==> src/rtl/fft_spectrum_buf.sv <==
// Captures one FFT magnitude frame, scales the lowest BAR_N bins to saturated bar
// heights, and serves them to the LCD from a ping-pong buffer swapped at frame_sync.
module fft_spectrum_buf #(
    parameter int FFT_N  = 128,
    parameter int BAR_N  = 64,
    parameter int DATA_W = 16,
    parameter int SHIFT  = 4,
    parameter int H_MAX  = 272,
    parameter int H_W    = 9
) (
    input  logic                       clk,
    input  logic                       rst_n,
    input  logic [DATA_W-1:0]          fft_data,
    input  logic                       fft_sop,
    input  logic                       fft_eop,
    input  logic                       fft_valid,
    input  logic                       frame_sync,
    input  logic [$clog2(BAR_N):0]     rd_addr,
    output logic [H_W-1:0]             rd_data,
    output logic                       spec_ready,
    output logic                       frame_err,
    output logic                       frame_drop
);
    localparam int AW = (BAR_N > 1) ? $clog2(BAR_N) : 1;
    localparam int CW = (FFT_N > 1) ? $clog2(FFT_N) : 1;
    localparam logic [CW:0]      BAR_LIM = (CW+1)'(BAR_N);
    localparam logic [CW-1:0]    LAST    = CW'(FFT_N - 1);
    localparam logic [DATA_W-1:0] HMAX_D = DATA_W'(H_MAX);

    typedef enum logic [1:0] {IDLE, CAPT, DONE} state_t;

    state_t           state, state_n;
    logic [CW-1:0]    cnt, cnt_n, wbin;
    logic             wbank, have_data;
    logic             bin_we, swap, err_n, drop_n;
    logic [DATA_W-1:0] t;
    logic [H_W-1:0]   h;

    logic [H_W-1:0] mem [0:2*BAR_N-1];

    assign t = fft_data >> SHIFT;
    assign h = (t > HMAX_D) ? H_W'(H_MAX) : t[H_W-1:0];

    always_comb begin
        state_n = state;
        cnt_n   = cnt;
        wbin    = cnt;
        bin_we  = 1'b0;
        swap    = 1'b0;
        err_n   = 1'b0;
        drop_n  = 1'b0;
        case (state)
            IDLE: begin
                if (fft_valid && fft_sop) begin
                    if (fft_eop && FFT_N > 1) begin
                        err_n = 1'b1;
                    end else begin
                        bin_we  = 1'b1;
                        wbin    = '0;
                        cnt_n   = CW'(1);
                        state_n = (FFT_N > 1) ? CAPT : DONE;
                    end
                end
            end
            CAPT: begin
                if (fft_valid) begin
                    if (fft_sop) begin
                        // a new sop mid-frame restarts capture from bin 0
                        err_n  = 1'b1;
                        bin_we = 1'b1;
                        wbin   = '0;
                        cnt_n  = CW'(1);
                    end else if (fft_eop) begin
                        cnt_n = '0;
                        if (cnt == LAST) begin
                            bin_we  = 1'b1;
                            state_n = DONE;
                        end else begin
                            err_n   = 1'b1;
                            state_n = IDLE;
                        end
                    end else if (cnt == LAST) begin
                        err_n   = 1'b1;
                        cnt_n   = '0;
                        state_n = IDLE;
                    end else begin
                        bin_we = 1'b1;
                        cnt_n  = cnt + CW'(1);
                    end
                end
            end
            DONE: begin
                drop_n = fft_valid && fft_sop;
                if (frame_sync) begin
                    swap    = 1'b1;
                    state_n = IDLE;
                end
            end
            default: state_n = IDLE;
        endcase
    end

    always_ff @(posedge clk or negedge rst_n) begin
        if (!rst_n) begin
            state      <= IDLE;
            cnt        <= '0;
            wbank      <= 1'b0;
            have_data  <= 1'b0;
            spec_ready <= 1'b0;
            frame_err  <= 1'b0;
            frame_drop <= 1'b0;
        end else begin
            state      <= state_n;
            cnt        <= cnt_n;
            spec_ready <= swap;
            frame_err  <= err_n;
            frame_drop <= drop_n;
            if (swap) begin
                wbank     <= ~wbank;
                have_data <= 1'b1;
            end
        end
    end

    // bins at or above BAR_N are counted but never stored
    always_ff @(posedge clk) begin
        if (bin_we && ({1'b0, wbin} < BAR_LIM))
            mem[{wbank, wbin[AW-1:0]}] <= h;
    end

    always_ff @(posedge clk or negedge rst_n) begin
        if (!rst_n)
            rd_data <= '0;
        else if (have_data && (rd_addr < (AW+1)'(BAR_N)))
            rd_data <= mem[{~wbank, rd_addr[AW-1:0]}];
        else
            rd_data <= '0;
    end
endmodule

==> config.mk <==
export PLATFORM = sky130hd
export DESIGN_NAME = fft_spectrum_buf
export DESIGN_NICKNAME = d
export VERILOG_FILES = /design/src/rtl/fft_spectrum_buf.sv
export SDC_FILE = /design/constraint.sdc
export NUM_CORES = 1
export LEC_CHECK = 0
export BUFFER_PORTS_ARGS = -buffer_cell sky130_fd_sc_hd__buf_2
export CAP_MARGIN = 20
export CORE_MARGIN = 2
export CORE_UTILIZATION = 33
export CTS_CLUSTER_DIAMETER = 100
export CTS_CLUSTER_SIZE = 30
export DETAILED_ROUTE_END_ITERATION = 7
export PLACE_DENSITY = 0.46
export SLEW_MARGIN = 20
export SYNTH_ARGS = -nofsm -noshare
export SYNTH_HDL_FRONTEND = slang
export SYNTH_SLANG_ARGS = --single-unit
==> constraint.sdc <==
create_clock -name clk -period 9.3 [get_ports clk]
set_input_delay 0.465 -clock clk [delete_from_list [all_inputs] [get_ports clk]]
set_output_delay 0.465 -clock clk [all_outputs]
set_load 0.1 [all_outputs]
# After elaboration in Yosys (flattened, before gate mapping)
# Memory sizes are Yosys's and may differ from the RTL's.
# Index checks and enable logic that the tools add are counted.
# op_classes
n_addsub,1
magnitude_cmp,3
n_eq_ne,9
muxes,42
bitwise_logic,1
reduce_logical,7
# op_table
op,count
$mux 7,10
$pmux 7 s2,2
$mux 9,2
$mux 1,17
$mux 2,8
$lt 7x7->1 const B,2
$gt 12x9->1 const B,1
$ne 2x2->1 const B,5
$add 7x1->7 const B,1
$eq 7x7->1 const B,1
$pmux 2 s3,1
$reduce_and 6->1,1
$pmux 1 s2,2
$reduce_and 4->1,1
$logic_and 1x1->1,3
$ne 3x3->1 const B,1
$eq 2x1->1 const B,1
$eq 2x2->1 const B,1
$logic_not 2->1,1
$reduce_bool 2->1,1
$not 1->1,1
# word_totals
ff_bits,23
ram_bits,1152
input_bits,29
out_inout_bits,12
wordCells,72
memories,1
# mem_list
name,depth,width,read_ports,rd_clocked_by_memory_dff,wr,line_no,rtl
mem,128,9,1,0,1,39,logic [H_W-1:0] mem [0:2*BAR_N-1];

# Logic depth before layout (Yosys ltp)
# depth
depth_word,9
ltp_mapped,11
mapped_depth_nobuf,10

# Worst setup path after synthesis
# OpenSTA, ideal clock, no wires.
# synth_path
path_kind,register to register
from,register cnt[2]
to,memory mem[98][0] (enable)
setup_ns,0.399
t_arrival_ns,3.113
required_time_ns,8.901
setup_slack_ns,5.788
path_stages_with_launch,11
path_buffers,1
period_less_slack_ns,3.512
cell_sequence,dfrtp_1 > clkbuf_1 > and3_1 > and3_1 > nand2_1 > ha_1 > o21bai_1 > a21oi_1 > nor2_1 > nand4_1 > nor4_1
# synth_between
elab_chain_len,9
word_cells_on_any_way,16
classes_between,order compare: 1; eq/ne: 1; mux: 13; reduce/logical: 1
# synth_lines
element,line_no,rtl
from (decl),33,"logic [CW-1:0] cnt, cnt_n, wbin;"
from (signal assigned),114,cnt <= cnt_n;
branches (longest 9 deep; another with $lt 7x7->1),-,
to (decl),39,
# Parallel ways; which one is timed is not known.

# Worst setup path after layout
# layout_path
from,register cnt[0]
to,memory mem[4][2] (enable)
# Same word-level chain as after synthesis.

==> metrics.txt <==
FP Rows=between 100 and 150; syn_nets=between 2000 and 2500; max-slew violation count=0; Setup Viol. Count Final=0; count of input and output buffers=36; Detailed Route Iter0 Violations=2197; Fin. Hold Viols=0; FF-to-FF path depth=11; CTS HTree Levels=2; Final TNS setup=0 ns; Synth top area share=roughly 76%; min Tclk post-route=between 4 and 5 ns; Req. time, crit path=approximately 9.6 ns; worst path bufs/invs=1; Slowest-stage cell, CP=nor2_1; compound-cell area share of the yosys netlist=roughly 4.3%; initial antenna violation count=7; drt drc=0; Skew-Pair Late Insertion Delay=0.68 ns; layout cells sized above 1=19.2%; pwr dens=180 nW/um2; Critical Path Fanout Max=13; main combinational cell family by area after synthesis=multiplexers; EDFF count, synth=1152; Layout area overhead=8.01%; WL final=112000 um; R2R Path Start=cnt[0]; period utilization=a little over 50%; Register Area=roughly 35000 um2; Max Cap Violations=0; CTS Buf Count=46; Avg Vias per Cell=approximately 5.2; largest net degree at the start of global routing=133; global-route wire length before repair=159000 um; Gate Count Post-Synth=~2300; most common cell after layout, fill and taps aside=edfxtp_1; CP Capture Type=register; clock tree root buffer cell=clkbuf_16; fraction of the mapped netlist area in adder cells=less than 1%; area share of and/or/nand/nor cells after synthesis=2.90%; total number of vias=~22000; # resized after CTS=0; Hold Path Origin=fft_sop; Top FF cell, synth=edfxtp_1; flops & latches, synth=1175; flop-to-flop setup slack=between 4 and 5 ns; 1st-pass router iterations=5; Final ANT Viol Nets=0; Worst-Margin Slew=between 1 and 1.5 ns; DR WL/cell=between 20 and 30 um; crit path cell chain=ha_1, and3_1, and3_1, nand2_1, ha_1, o21bai_1, a21oi_1, nor2_1, nand4_1, buf_4, nor2_1; most frequent cells in the layout=edfxtp_1, mux4_2, nor2_1, a22oi_1, mux2i_1; crit path launch type=register; Placer Congestion=slightly below 0.8; Fin Clk Skew=between 0.03 and 0.04 ns; Worst Hold End=state[0]; CTS tree=yes; pre-CTS setup slack=~4.5 ns; synth top area cells=edfxtp_1, mux4_2, mux2_2; Pleak=roughly 15 nW; postcts setup bufs=0; Max IR drop VDD=between 0.1 and 0.15 mV; final setup margin=about 4.5 ns; die height=376 um; synth warn=0; Worst path top cell family by delay=simple AND/OR/NAND/NOR gates; area leader, netlist=edfxtp_1; fill cell count=around 13000; crit-path max cell delay=approximately 0.83 ns; starting density of the core=roughly 33%; WHS Path Cells=3; number of global-route vias before repair=approximately 22000; CTS Buffer Depth=3; die area=between 100000 and 150000 um2; status=finished, final reports clean; Post-DP HPWL=67300 um; fmax=between 0.2 and 0.25 GHz; Data arrival, critical path=slightly above 5 ns; cell area after synthesis=roughly 46000 um2; Mapped Avg Cell Area=slightly above 20 um2; ys async rst share=under 10%; fin nets=2303; All-Layer GR Usage=between 10% and 20%; Synth Area in XOR/XNOR=less than 1%; Core ar.=about 140000 um2; HP Class=input pin to register; unrepaired setup endpoints after global routing=no; die width=376 um; Reg-to-Reg End=mem[4][2]; CP Class=register to register; I/O pin count=just over 40; Distinct cells, synth=46; post-synthesis mux area share=between 10% and 20%; clock sinks=approximately 1200; relative slew slack=between 20% and 30%; Reg clk slew, reported paths=between 0.1 and 0.15 ns; share of the yosys chip area belonging to registers=77.0%; area occupied by multi-input gates=just under 10000 um2; global route overflow=0
## state kept, by name (all words and copies together), names as in the netlist
signal	flops
state	2
spec_ready	1
rd_data	9
wbank	1
mem	1152
have_data	1
cnt	7
frame_drop	1
frame_err	1
## worst min-delay path, delay by kind of cell
| family | cells | cell delay [ns] |
|---|---|---|
| AOI/OAI and AO/OA | 2 | 0.13 |
| buffers and inverters | 1 | 0.13 |
## repair_timing
item,CTS,global route
hold buffers,2,0
setup endpoints to repair,0,0
hold endpoints to repair,24,0
## routing by layer
metal | GRT usage [%] | wire, um | up-vias
met4 | 3.55 | 2500 | 4
met3 | 3.28 | 7320 | 110
li1 | - | - | 9322
met1 | 22.2 | 49600 | 11490
met2 | 24.9 | 53000 | 585
met5 | 0 | 27 | -
## stage by stage
stage	cell area [um2]	hold slack (ns)	util, %	total power [W]	std cells
6_report	49300	0.0950	35.9	0.00888	4105
3_3_place_gp	47900	0.503	34.8	0.00639	4014
2_1_floorplan	45700	0.169	-	0.00622	2271
5_1_grt	49300	0.0524	35.9	0.00917	4102
3_5_place_dp	47900	0.510	34.8	0.00639	4014
4_1_cts	49300	0.0420	35.9	0.00898	4101
## cell usage after synthesis, types with 3 or more instances
cell	count
nor2_1	147
a22oi_1	111
a21oi_1	32
buf_2	45
buf_4	14
nor2b_1	11
a22o_1	8
buf_1	13
buf_6	6
nand3b_1	5
inv_1	25
o22ai_1	36
nand2_1	34
mux2_2	90
o21ai_0	15
a211oi_1	9
dfrtp_1	23
o221ai_1	41
o21ai_1	5
and3_1	3
clkbuf_1	45
ha_1	3
nand2b_1	10
nand4_1	3
mux4_2	199
and2_1	9
edfxtp_1	1152
nor4_1	4
a221o_1	10
or3_1	8
nor3_1	18
mux2i_1	95
nand3_1	19
nor3b_1	5
## cell type report
class                           instances  area share (%)
Antenna cell                            3          0.0152
Clock buffer                           75            2.72
Clock inverter                         10           0.152
Inverter                               25           0.195
Multi-Input combinational cell        948            20.0
Sequential cell                      1175            71.3
Tap cell                             1794            4.55
Timing Repair Buffer                   75            1.10
## cell families after synthesis
logic type                 after synthesis
muxes                                  384
DFF                                   1175
buffers and inverters                  148
and+or+nand+nor                        286
adders and majority gates                3
AOI/OAI and AO/OA                      272
xor gates and xnor gates                 3
## how the worst max path moves through the flow
stage / end / start / slack, ns / depth (start not counted)
after CTS: mem[4][2] / cnt[0] / 4.43 / 11
after global placement: mem[4][2] / cnt[0] / 4.49 / 11
after global routing: mem[4][3] / cnt[0] / 4.25 / 11
after floorplan: mem[98][0] / cnt[2] / 5.79 / 10
after detailed placement: mem[4][6] / cnt[0] / 4.46 / 11
final: mem[4][2] / cnt[0] / 4.50 / 11
## where the power goes
part	total [W]	leakage, nW	switching (W)	internal (W)
logic	0.000478	3.61	0.000313	0.000165
clock network	0.00262	0.682	0.00160	0.00102
registers	0.00579	11.0	0.0000199	0.00577
total	0.00888	15.3	0.00193	0.00695
(Power assumes the default switching activity.)
